[src/rtl/fp_pkg.sv]
// Shared definitions for the floating-point adder pipeline.
//   fp32_t        : IEEE-754 single-precision operand, packed {sign, exp, frac}
//   MANT_W/EXP_W  : significand width (with hidden bit) and exponent width
//   EXP_SPECIAL   : exponent value marking Inf/NaN operands
//   BIAS          : exponent bias, used by the normalisation stage downstream
//   align_state_t : state codes of the alignment FSM in fp_align_add
package fp_pkg;

    localparam int MANT_W = 24;
    localparam int EXP_W  = 8;
    localparam logic [EXP_W-1:0] EXP_SPECIAL = 8'hFF;
    localparam int BIAS = 127;

    typedef struct packed {
        logic             sign;
        logic [EXP_W-1:0] exp;
        logic [22:0]      frac;
    } fp32_t;

    typedef enum logic [2:0] {
        ST_IDLE  = 3'd0,
        ST_SWAP  = 3'd1,
        ST_SHIFT = 3'd2,
        ST_ADD   = 3'd3,
        ST_DONE  = 3'd4
    } align_state_t;

endpackage

[src/rtl/fp_unpack.sv]
// Combinational unpacker for one single-precision operand.
//   op         in  : packed operand
//   sign       out : operand sign
//   exp        out : biased exponent
//   sig        out : 24-bit significand {hidden, frac}; zero when exp == 0
//   is_special out : exponent is all ones (Inf/NaN)
module fp_unpack
    import fp_pkg::*;
(
    input  fp32_t             op,
    output logic              sign,
    output logic [EXP_W-1:0]  exp,
    output logic [MANT_W-1:0] sig,
    output logic              is_special
);

    assign sign       = op.sign;
    assign exp        = op.exp;
    // Subnormals are flushed to zero, so a zero exponent yields a zero significand.
    assign sig        = (op.exp == '0) ? '0 : {1'b1, op.frac};
    assign is_special = (op.exp == EXP_SPECIAL);

endmodule

[src/rtl/fp_align_add.sv]
// Alignment and significand-add stage of the floating-point adder.
//   clk, rst      in  : clock; synchronous active-low reset
//   start         in  : request, sampled only when idle or done
//   a, b          in  : IEEE-754 single operands
//   busy          out : operation in flight
//   done_2        out : result valid (level), held until the next accepted start
//   mantissa_sum  out : {carry, 24-bit magnitude sum/difference}
//   new_exponent  out : larger exponent + 1 (mod 256)
//   sign_out      out : result sign (0 on exact cancellation)
//   zero          out : exact cancellation
//   special       out : either operand had exponent 8'hFF
//
// Handshake: start is accepted on a rising edge where the FSM is IDLE or DONE
// and start=1; that edge captures a/b, raises busy and drops done_2. busy stays
// high until the edge that raises done_2. start while busy is dropped, not queued.
// Results stay stable while done_2=1 and may be sampled on any such cycle.
module fp_align_add
    import fp_pkg::*;
(
    input  logic              clk,
    input  logic              rst,
    input  logic              start,
    input  logic [31:0]       a,
    input  logic [31:0]       b,
    output logic              busy,
    output logic              done_2,
    output logic [MANT_W:0]   mantissa_sum,
    output logic [EXP_W-1:0]  new_exponent,
    output logic              sign_out,
    output logic              zero,
    output logic              special
);

    localparam logic [2:0] S_IDLE  = ST_IDLE;
    localparam logic [2:0] S_SWAP  = ST_SWAP;
    localparam logic [2:0] S_SHIFT = ST_SHIFT;
    localparam logic [2:0] S_ADD   = ST_ADD;
    localparam logic [2:0] S_DONE  = ST_DONE;

    logic [2:0] state;

    fp32_t op_a, op_b;

    logic              sign_a, sign_b, spec_a, spec_b;
    logic [EXP_W-1:0]  exp_a, exp_b;
    logic [MANT_W-1:0] sig_a, sig_b;

    fp_unpack u_unpack_a (.op(op_a), .sign(sign_a), .exp(exp_a), .sig(sig_a), .is_special(spec_a));
    fp_unpack u_unpack_b (.op(op_b), .sign(sign_b), .exp(exp_b), .sig(sig_b), .is_special(spec_b));

    // Larger/smaller selection from the captured operands.
    logic              l_sign_c, s_sign_c;
    logic [EXP_W-1:0]  l_exp_c, s_exp_c, exp_diff;
    logic [MANT_W-1:0] l_sig_c, s_sig_c;

    always_comb begin
        l_sign_c = sign_a;
        l_exp_c  = exp_a;
        l_sig_c  = sig_a;
        s_sign_c = sign_b;
        s_exp_c  = exp_b;
        s_sig_c  = sig_b;
        // Ordering by {exp, sig} keeps L >= S in magnitude so the subtraction never goes negative.
        if ({exp_a, sig_a} < {exp_b, sig_b}) begin
            l_sign_c = sign_b;
            l_exp_c  = exp_b;
            l_sig_c  = sig_b;
            s_sign_c = sign_a;
            s_exp_c  = exp_a;
            s_sig_c  = sig_a;
        end
    end

    assign exp_diff = l_exp_c - s_exp_c;

    // Aligned operands held across the SHIFT cycles.
    logic              l_sign, s_sign, spec_r;
    logic [EXP_W-1:0]  l_exp;
    logic [MANT_W-1:0] l_sig, s_sig;
    logic [4:0]        cnt;
    logic [MANT_W:0]   sum_c;

    assign sum_c = (l_sign == s_sign) ? ({1'b0, l_sig} + {1'b0, s_sig})
                                      : ({1'b0, l_sig} - {1'b0, s_sig});

    always_ff @(posedge clk) begin
        if (!rst) begin
            state        <= S_IDLE;
            busy         <= 1'b0;
            done_2       <= 1'b0;
            mantissa_sum <= '0;
            new_exponent <= '0;
            sign_out     <= 1'b0;
            zero         <= 1'b0;
            special      <= 1'b0;
            op_a         <= '0;
            op_b         <= '0;
            l_sign       <= 1'b0;
            s_sign       <= 1'b0;
            spec_r       <= 1'b0;
            l_exp        <= '0;
            l_sig        <= '0;
            s_sig        <= '0;
            cnt          <= '0;
        end else begin
            case (state)
                S_IDLE, S_DONE: begin
                    if (start) begin
                        op_a   <= a;
                        op_b   <= b;
                        busy   <= 1'b1;
                        done_2 <= 1'b0;
                        state  <= S_SWAP;
                    end
                end
                S_SWAP: begin
                    l_sign <= l_sign_c;
                    s_sign <= s_sign_c;
                    l_exp  <= l_exp_c;
                    l_sig  <= l_sig_c;
                    // Held internally; the special output only moves on the ADD edge.
                    spec_r <= spec_a | spec_b;
                    if (exp_diff >= 8'd24) begin
                        // Everything would shift out anyway; skip the shift cycles.
                        s_sig <= '0;
                        cnt   <= '0;
                        state <= S_ADD;
                    end else begin
                        s_sig <= s_sig_c;
                        cnt   <= exp_diff[4:0];
                        state <= (exp_diff == '0) ? S_ADD : S_SHIFT;
                    end
                end
                S_SHIFT: begin
                    // Truncating shift: bits falling off the bottom are lost.
                    s_sig <= s_sig >> 1;
                    cnt   <= cnt - 5'd1;
                    if (cnt == 5'd1) begin
                        state <= S_ADD;
                    end
                end
                S_ADD: begin
                    mantissa_sum <= sum_c;
                    new_exponent <= l_exp + 8'd1;
                    sign_out     <= (sum_c == '0) ? 1'b0 : l_sign;
                    zero         <= (sum_c == '0);
                    special      <= spec_r;
                    busy         <= 1'b0;
                    done_2       <= 1'b1;
                    state        <= S_DONE;
                end
                default: begin
                    state <= S_IDLE;
                end
            endcase
        end
    end

endmodule

[config.mk]
export PLATFORM = sky130hd
export DESIGN_NAME = fp_align_add
export DESIGN_NICKNAME = d
export VERILOG_FILES = /design/src/rtl/fp_pkg.sv /design/src/rtl/fp_unpack.sv /design/src/rtl/fp_align_add.sv
export SDC_FILE = /design/constraint.sdc
export NUM_CORES = 1
export LEC_CHECK = 0
export ABC_CLOCK_PERIOD_IN_PS = 13090
export CORE_MARGIN = 2
export CORE_UTILIZATION = 32
export CTS_CLUSTER_DIAMETER = 120
export CTS_CLUSTER_SIZE = 24
export DETAILED_ROUTE_END_ITERATION = 7
export GPL_TIMING_DRIVEN = 1
export PLACE_DENSITY = 0.54
export SYNTH_ARGS = -nofsm -noshare
export SYNTH_HDL_FRONTEND = slang
export SYNTH_HIERARCHICAL = 1
export SYNTH_SLANG_ARGS = --single-unit
[constraint.sdc]
create_clock -name clk -period 13.09 [get_ports clk]
set_input_delay 1.9635 -clock clk [delete_from_list [all_inputs] [get_ports clk]]
set_output_delay 1.9635 -clock clk [all_outputs]
set_load 0.005 [all_outputs]
==> out/metrics.cfg, run 1 <==
[outcome]
status = finished, final reports clean

[detailed_routing]
maxUsedRoutingLayer = met4
wirelength_um = 28900
drtPass1Iterations = 7
wire_per_inst_um = 15.8
vias_per_cell = 5.04
drc = 0
route.layer.met1.wl_um = 16000
ant_nets = 0
met2_length_um = 11500
drtIter0Drc = 643
num_vias = 9221
met3_wirelength_um = 1300

[synthesis]
synth_compound_area_share_pct = 27.4
yosys_register_bits = 169
avgSynthCellArea_sq_um = 8.06
synthFlopType = dfxtp_1
synth_fa_ha_area_share_pct = 7.15
synthMuxAreaShare_pct = 3.40
synth_top_family_by_area = compound AO/OA/AOI/OAI gates
yosys.area_share.simple_pct = 19.7
synth-edff-count = 0
async_flop_share_pct = 0
yosysWarningCount = 6
synthesis.area_sq_mm = 0.0108
synth.distinct_cells = 78
syn_inst = 1338
seq_area_frac_synth_pct = 31.4
synthesis.nets = 1466
synthXorXnorAreaFrac_pct = 4.55

[floorplanning]
die_area_sq_mm = 0.0352
core_sq_mm = 0.0334
rows = 67
die_h_um = 188
die_x_um = 188
initial_core_util_pct = 32.3
ioPinCount = 105

[clock_tree]
cts.clk_slew.worst_paths_ns = 0.09
cts_buffers = 17
holdBufCountCts = 0
clockRootBuffer = clkbuf_16
post_cts_buffers = 0
cts_tree = yes
postCtsResizedCells = 0
cts_sinks = 169
clk_latency_ns = 0.44
clk_path_buf_depth = 2
htree_levels = 4

[pwr]
total_leakage_power_nw = 5.24
comb_power_share_pct = 52.1
clockPowerShare_pct = 19.9
ir_drop_mv = 0.211
seq_power_share_pct = 28.1
power_density_mw_per_mm2 = 204
intPower_mw = 1.38
power.switching_mw = 1.18
swShare_pct = 45.9

[min_path]
hold_start = op_a[3]$_SDFFE_PN0P_
holdCritPathClass = reg -> reg

[timing]
hold_slack_ns = 0.462
finalCritPeriodShare_pct = 46.3
slew_viol_final = 0
fin_skew_ns = 0.0244
fmax_mhz = 165
slew_headroom_pct = 17.8
hold_violations = 0
rsz0062_at_grt = no
setup_tns_ns = 0
min_period_ns = 6.06
setup_viol = 0
worst_slew_pin_slew_ns = 1.22

[cells_and_area]
area_growth_pct = 16.3
final_nets = 1497
regArea_sq_mm = 0.00338
multi_input_area_sq_mm = 0.00671
antenna_cells = 0
nFillCells = 3561
drive_gt1_share_pct = 6.37

[setup_path]
cpPeakStageDelay_ns = 1.07
reg2reg_from = op_b[23]$_SDFFE_PN0P_
crit_chain = nor4_4, a21boi_0, inv_1, ha_1, a211oi_1, o21ai_0, a21oi_1, o41ai_2, o21ai_4, mux2i_1, nor2_1, or4b_1, or4b_4, or4_1, buf_4, o21ai_0
endpoint_kind = flip-flop
cp-start-kind = flip-flop
crit_top_cell = o21ai_0
cp-startpoint = op_b[23]$_SDFFE_PN0P_
cp.arrival_ns = 6.41
slowest_stage = nor4_4
required_ns = 13.44
path_max_fanout = 27
critPathKind = reg -> reg

[grt]
grt-ovfl-total = 0
antenna_found_initial = 0
grt_usage_pct = 16.3
grt_max_degree = 115
grt_pass1_vias = 8442
grt_pass1_wl_um = 46500

[job]
cap_viol_max_count = 0

[placement]
gp_congestion = 0.874
place_hpwl_um = 21400
portBuffers = 104

-- synthesized netlist by cell type, types with 16 or more instances --
cell        n  area (sq um)
a21boi_0  114           856
a21oi_1    79           395
a22o_1     22           193
and2_1     16           100
buf_4      22           165
clkbuf_1   59           221
dfxtp_1   169          3380
ha_1       60           751
inv_1      48           180
mux2i_1    34           340
nand2_1   276          1040
nand4_1    17           106
nor2_1     69           259
nor3_1     18          90.1
o211a_1    43           430
o21ai_0    45           225
o21ai_2    20           175
xnor2_1    29           254
xor2_1     27           236
-- path summary, 6_finish.rpt --
path	slack [ns]	endpoint	cells past startpoint
worst max-delay path	7.03	s_sig[3]$_SDFFE_PN0P_	16
worst min-delay path	0.46	op_a[3]$_SDFFE_PN0P_	2
worst max register to register	7.03	s_sig[3]$_SDFFE_PN0P_	16
worst min register to register	0.46	op_a[3]$_SDFFE_PN0P_	2
-- placed cells by master, fill, tap and decap left out, types with 15 or more instances in the layout --
cell / count
a21boi_0: 114
o21ai_2: 20
nand2_1: 275
clkbuf_16: 17
nor3_1: 18
o211a_1: 43
clkdlybuf4s50_1: 103
a22o_1: 22
and2_1: 15
nand4_1: 17
xor2_1: 27
nor2_1: 69
o21ai_0: 45
mux2i_1: 34
inv_1: 48
dfxtp_1: 169
a21oi_1: 79
xnor2_1: 29
ha_1: 60
-- cell families (layout without fill, tap and decap cells) --
| kind of cell | count (synthesis) | count (layout) |
|---|---|---|
| xor gates and xnor gates | 56 | 56 |
| adders and majority gates | 61 | 61 |
| buffers and inverters | 150 | 194 |
| muxes | 36 | 36 |
| AOI/OAI and AO/OA | 403 | 403 |
| DFF | 169 | 169 |
| and+or+nand+nor | 463 | 463 |
-- registers in the layout, indices dropped and copies added, names as in the netlist, 3 cells and up --
signal,cells
op_b,32
s_sig,24
op_a,32
l_exp,8
state,3
mantissa_sum,25
new_exponent,8
cnt,5
l_sig,24
-- per-stage QoR --
| stage | area, sq um | setup WS (ns) | util (%) | std cells | total power [mW] |
|---|---|---|---|---|---|
| finish | 12500 | 7.03 | 37.6 | 1830 | 2.56 |
| detailed placement | 11900 | 7.12 | 35.8 | 1798 | 2.06 |
| CTS | 12500 | 7.08 | 37.6 | 1830 | 2.58 |
| global placement | 11900 | 7.22 | 35.8 | 1798 | 2.05 |
| global route | 12500 | 6.63 | 37.6 | 1830 | 2.76 |
| floorplan | 10800 | 7.60 | - | 1338 | 1.74 |
-- metal layers --
metal | track usage (%) | vias to the layer above
met4 | 3.30 | 0
met3 | 2.62 | 12
met5 | 0 | -
li1 | - | 4758
met2 | 22.5 | 215
met1 | 26.0 | 4236
-- layout make-up --
cell class              count  area share (%)
clock buffers              18            3.50
clock inverters            14            1.18
inverters                  48            1.44
multi-input cells        1019            53.5
flip-flops and latches    169            27.0
well taps                 448            4.47
repair buffers            114            8.88
-- power groups by stage --
stage | Combinational [mW] | Clock [mW] | Sequential (mW)
after floorplan | 1.04 | 0 | 0.694
after global placement | 1.32 | 0 | 0.727
after detailed placement | 1.33 | 0 | 0.729
after CTS | 1.34 | 0.524 | 0.717
after global routing | 1.48 | 0.543 | 0.734
final | 1.33 | 0.509 | 0.718
-- critical path, delay by kind of cell (launching register included) --
| kind | cells | cell delay (ns) |
|---|---|---|
| flip-flops | 1 | 0.41 |
| multiplexers | 1 | 0.39 |
| AND/OR/NAND/NOR | 5 | 2.66 |
| AO/OA/AOI/OAI | 7 | 1.79 |
| adder cells (fa/ha/maj) | 1 | 0.25 |
| buffers and inverters | 2 | 0.42 |
No activity file was read; power rests on OpenSTA's default activity.
==> run 2: changes to the inputs <==
--- a/config.mk
+++ b/config.mk
@@ -5,7 +5,7 @@
 export SDC_FILE = /design/constraint.sdc
 export NUM_CORES = 1
 export LEC_CHECK = 0
-export ABC_CLOCK_PERIOD_IN_PS = 13090
+export ABC_CLOCK_PERIOD_IN_PS = 5800
 export CORE_MARGIN = 2
 export CORE_UTILIZATION = 32
 export CTS_CLUSTER_DIAMETER = 120
==> constraint.sdc (replaced) <==
create_clock -name clk -period 5.8 [get_ports clk]
set_input_delay 0.87 -clock clk [delete_from_list [all_inputs] [get_ports clk]]
set_output_delay 0.87 -clock clk [all_outputs]
set_load 0.005 [all_outputs]
==> run 2 against run 1 <==
Combinational power increased by 130%. Global-route usage increased by 0.31 points. Cell count increased by 0.44%. Sequential cell count unchanged. Non-clock buffer count increased by 8. Register-to-register slack got worse by 6.6 ns. Critical endpoint is now s_sig[2]$_SDFFE_PN0P_.
==> out/metrics.cfg, run 2 (same netlist as run 1, synthesis figures left out) <==
[detailed_routing]
drc = 0
drtIter0Drc = 608
num_vias = 9295
ant_nets = 0
wire_per_inst_um = 16.0
drtPass1Iterations = 7
wirelength_um = 29400
vias_per_cell = 5.06

[clock_tree]
cts_tree = yes
clockRootBuffer = clkbuf_16
clk_latency_ns = 0.43
htree_levels = 4
holdBufCountCts = 0
cts_buffers = 17
cts.clk_slew.worst_paths_ns = 0.07
post_cts_buffers = 0
clk_path_buf_depth = 2
cts_sinks = 169

[placement]
portBuffers = 104
gp_congestion = 0.818
place_hpwl_um = 21900
placed_area_sq_mm = 0.0120

[pwr]
power_density_mw_per_mm2 = 465
ir_drop_mv = 0.481
total_leakage_power_nw = 5.27

[floorplanning]
core_sq_mm = 0.0334
ioPinCount = 105
rows = 67
die_h_um = 188
die_area_sq_mm = 0.0352
die_x_um = 188
initial_core_util_pct = 32.3

[cells_and_area]
area_growth_pct = 16.9
final_nets = 1505
final_cell_mix = nand2_1 (275), dfxtp_1 (169), a21boi_0 (114)
drive_gt1_share_pct = 6.91
regArea_sq_mm = 0.00338
mostFrequentLayoutCell = nand2_1
antenna_cells = 0
nFillCells = 3527
multi_input_area_sq_mm = 0.00672
reg.largest.list = op_a: 32 flops, op_b: 32 flops, mantissa_sum: 25 flops
fin_area_sq_mm = 0.0126

[timing]
hold_violations = 0
finalCritPeriodShare_pct = 92.8
fin_skew_ns = 0.0148
hold_slack_ns = 0.466
slew_headroom_pct = 35.2
rsz0062_at_grt = no
min_period_ns = 5.38
worst_slew_pin_slew_ns = 0.973
setup_tns_ns = 0
slew_viol_final = 0
fmax_mhz = 186
setup_viol = 0

[setup_path]
crit_family = compound AO/OA/AOI/OAI gates
cp.depth = 18
path_max_fanout = 25
reg2reg_depth = 18
crit_chain = nor4_4, buf_4, a21boi_0, ha_1, a211oi_1, o21ai_0, a21oi_1, o41ai_4, o21ai_4, a31oi_1, ha_1, and2_1, or3_1, nand4_1, or4b_4, or4_1, buf_4, o21ai_0
cp.arrival_ns = 5.73
ff2ff_setup_slack_ns = 0.42
critPathKind = reg -> reg
cp.buffers_inverters = 2
reg2reg_from = op_a[24]$_SDFFE_PN0P_
endpoint_kind = flip-flop
cpPeakStageDelay_ns = 0.55
required_ns = 6.15
r2r-end = s_sig[2]$_SDFFE_PN0P_
cp-startpoint = op_a[24]$_SDFFE_PN0P_
slowest_stage = o21ai_4
endpoint = s_sig[2]$_SDFFE_PN0P_
cp-start-kind = flip-flop

[grt]
top_usage_layer = met1
antenna_found_initial = 0
grt_usage_pct = 16.6
grt_pass1_vias = 8512
grt_max_degree = 108
use_met3_pct = 2.81
grt-ovfl-total = 0
use_met2_pct = 22.7
grt_pass1_wl_um = 47300
use_met1_pct = 26.6

[job]
cap_viol_max_count = 0

[min_path]
holdCritPathClass = reg -> reg

[outcome]
status = finished, final reports clean

-- run 2: cell count changes in the layout (fill, tap and decap cells not counted) --
cell,change
buf_4,+8
clkinvlp_4,+2
inv_8,-2
clkbuf_8,-1
clkinv_4,-1
clkinv_8,+1
inv_6,+1
o41ai_2,-1
o41ai_4,+1
-- run 2: cell type report --
cell class              instances  share of cell area (%)
flip-flops and latches        169                    26.8
repair buffers                122                    9.31
inverters                      48                    1.43
well taps                     448                    4.45
clock buffers                  17                    3.38
clock inverters                15                    1.24
multi-input cells            1019                    53.3
-- run 2: worst min-delay path by stage --
stage	slack [ns]	depth (start not counted)	to	start
after floorplan	0.44	2	op_a[0]$_SDFFE_PN0P_	op_a[0]$_SDFFE_PN0P_
after global placement	0.45	2	op_b[18]$_SDFFE_PN0P_	op_b[18]$_SDFFE_PN0P_
after detailed placement	0.46	2	op_b[18]$_SDFFE_PN0P_	op_b[18]$_SDFFE_PN0P_
after CTS	0.47	2	op_b[18]$_SDFFE_PN0P_	op_b[18]$_SDFFE_PN0P_
after global routing	0.48	2	op_b[5]$_SDFFE_PN0P_	op_b[5]$_SDFFE_PN0P_
final	0.47	2	op_b[2]$_SDFFE_PN0P_	op_b[2]$_SDFFE_PN0P_
-- run 2: worst register-to-register path, delay by kind of cell, from the launching register on --
| kind | cells | cell delay [ns] |
|---|---|---|
| AO/OA/AOI/OAI | 8 | 1.91 |
| AND/OR/NAND/NOR | 6 | 1.84 |
| buffers and inverters | 2 | 0.57 |
| adder cells (fa/ha/maj) | 2 | 0.58 |
| flip-flops | 1 | 0.40 |
-- run 2: metal layers --
metal / up-vias / wire [um]
li1: 4767 / -
met1: 4332 / 16500
met2: 187 / 11600
met3: 9 / 1190
met4: 0 / 144
met5: - / 0
-- run 2: per-stage QoR --
| stage | setup slack [ns] | instances | utilization [%] | power (mW) |
|---|---|---|---|---|
| after floorplan | 0.313 | 1338 | - | 3.92 |
| after global placement | 0.566 | 1806 | 36.0 | 4.70 |
| after detailed placement | 0.453 | 1806 | 36.0 | 4.71 |
| after CTS | 0.404 | 1838 | 37.7 | 5.88 |
| after global routing | 0.00338 | 1838 | 37.8 | 6.30 |
| final | 0.416 | 1838 | 37.8 | 5.85 |
-- run 2: repair_timing --
item,in CTS,in global routing
endpoints found under the hold margin,0,0
endpoints found under the setup margin,0,1
resized for setup,0,1
-- run 2: power by group --
| group | switching [mW] | internal [mW] | leakage, nW | total [mW] |
|---|---|---|---|---|
| Combinational | 1.92 | 1.18 | 3.62 | 3.10 |
| Sequential | 0.213 | 1.40 | 1.38 | 1.62 |
| Clock | 0.567 | 0.574 | 0.271 | 1.14 |
| Total | 2.70 | 3.16 | 5.27 | 5.85 |
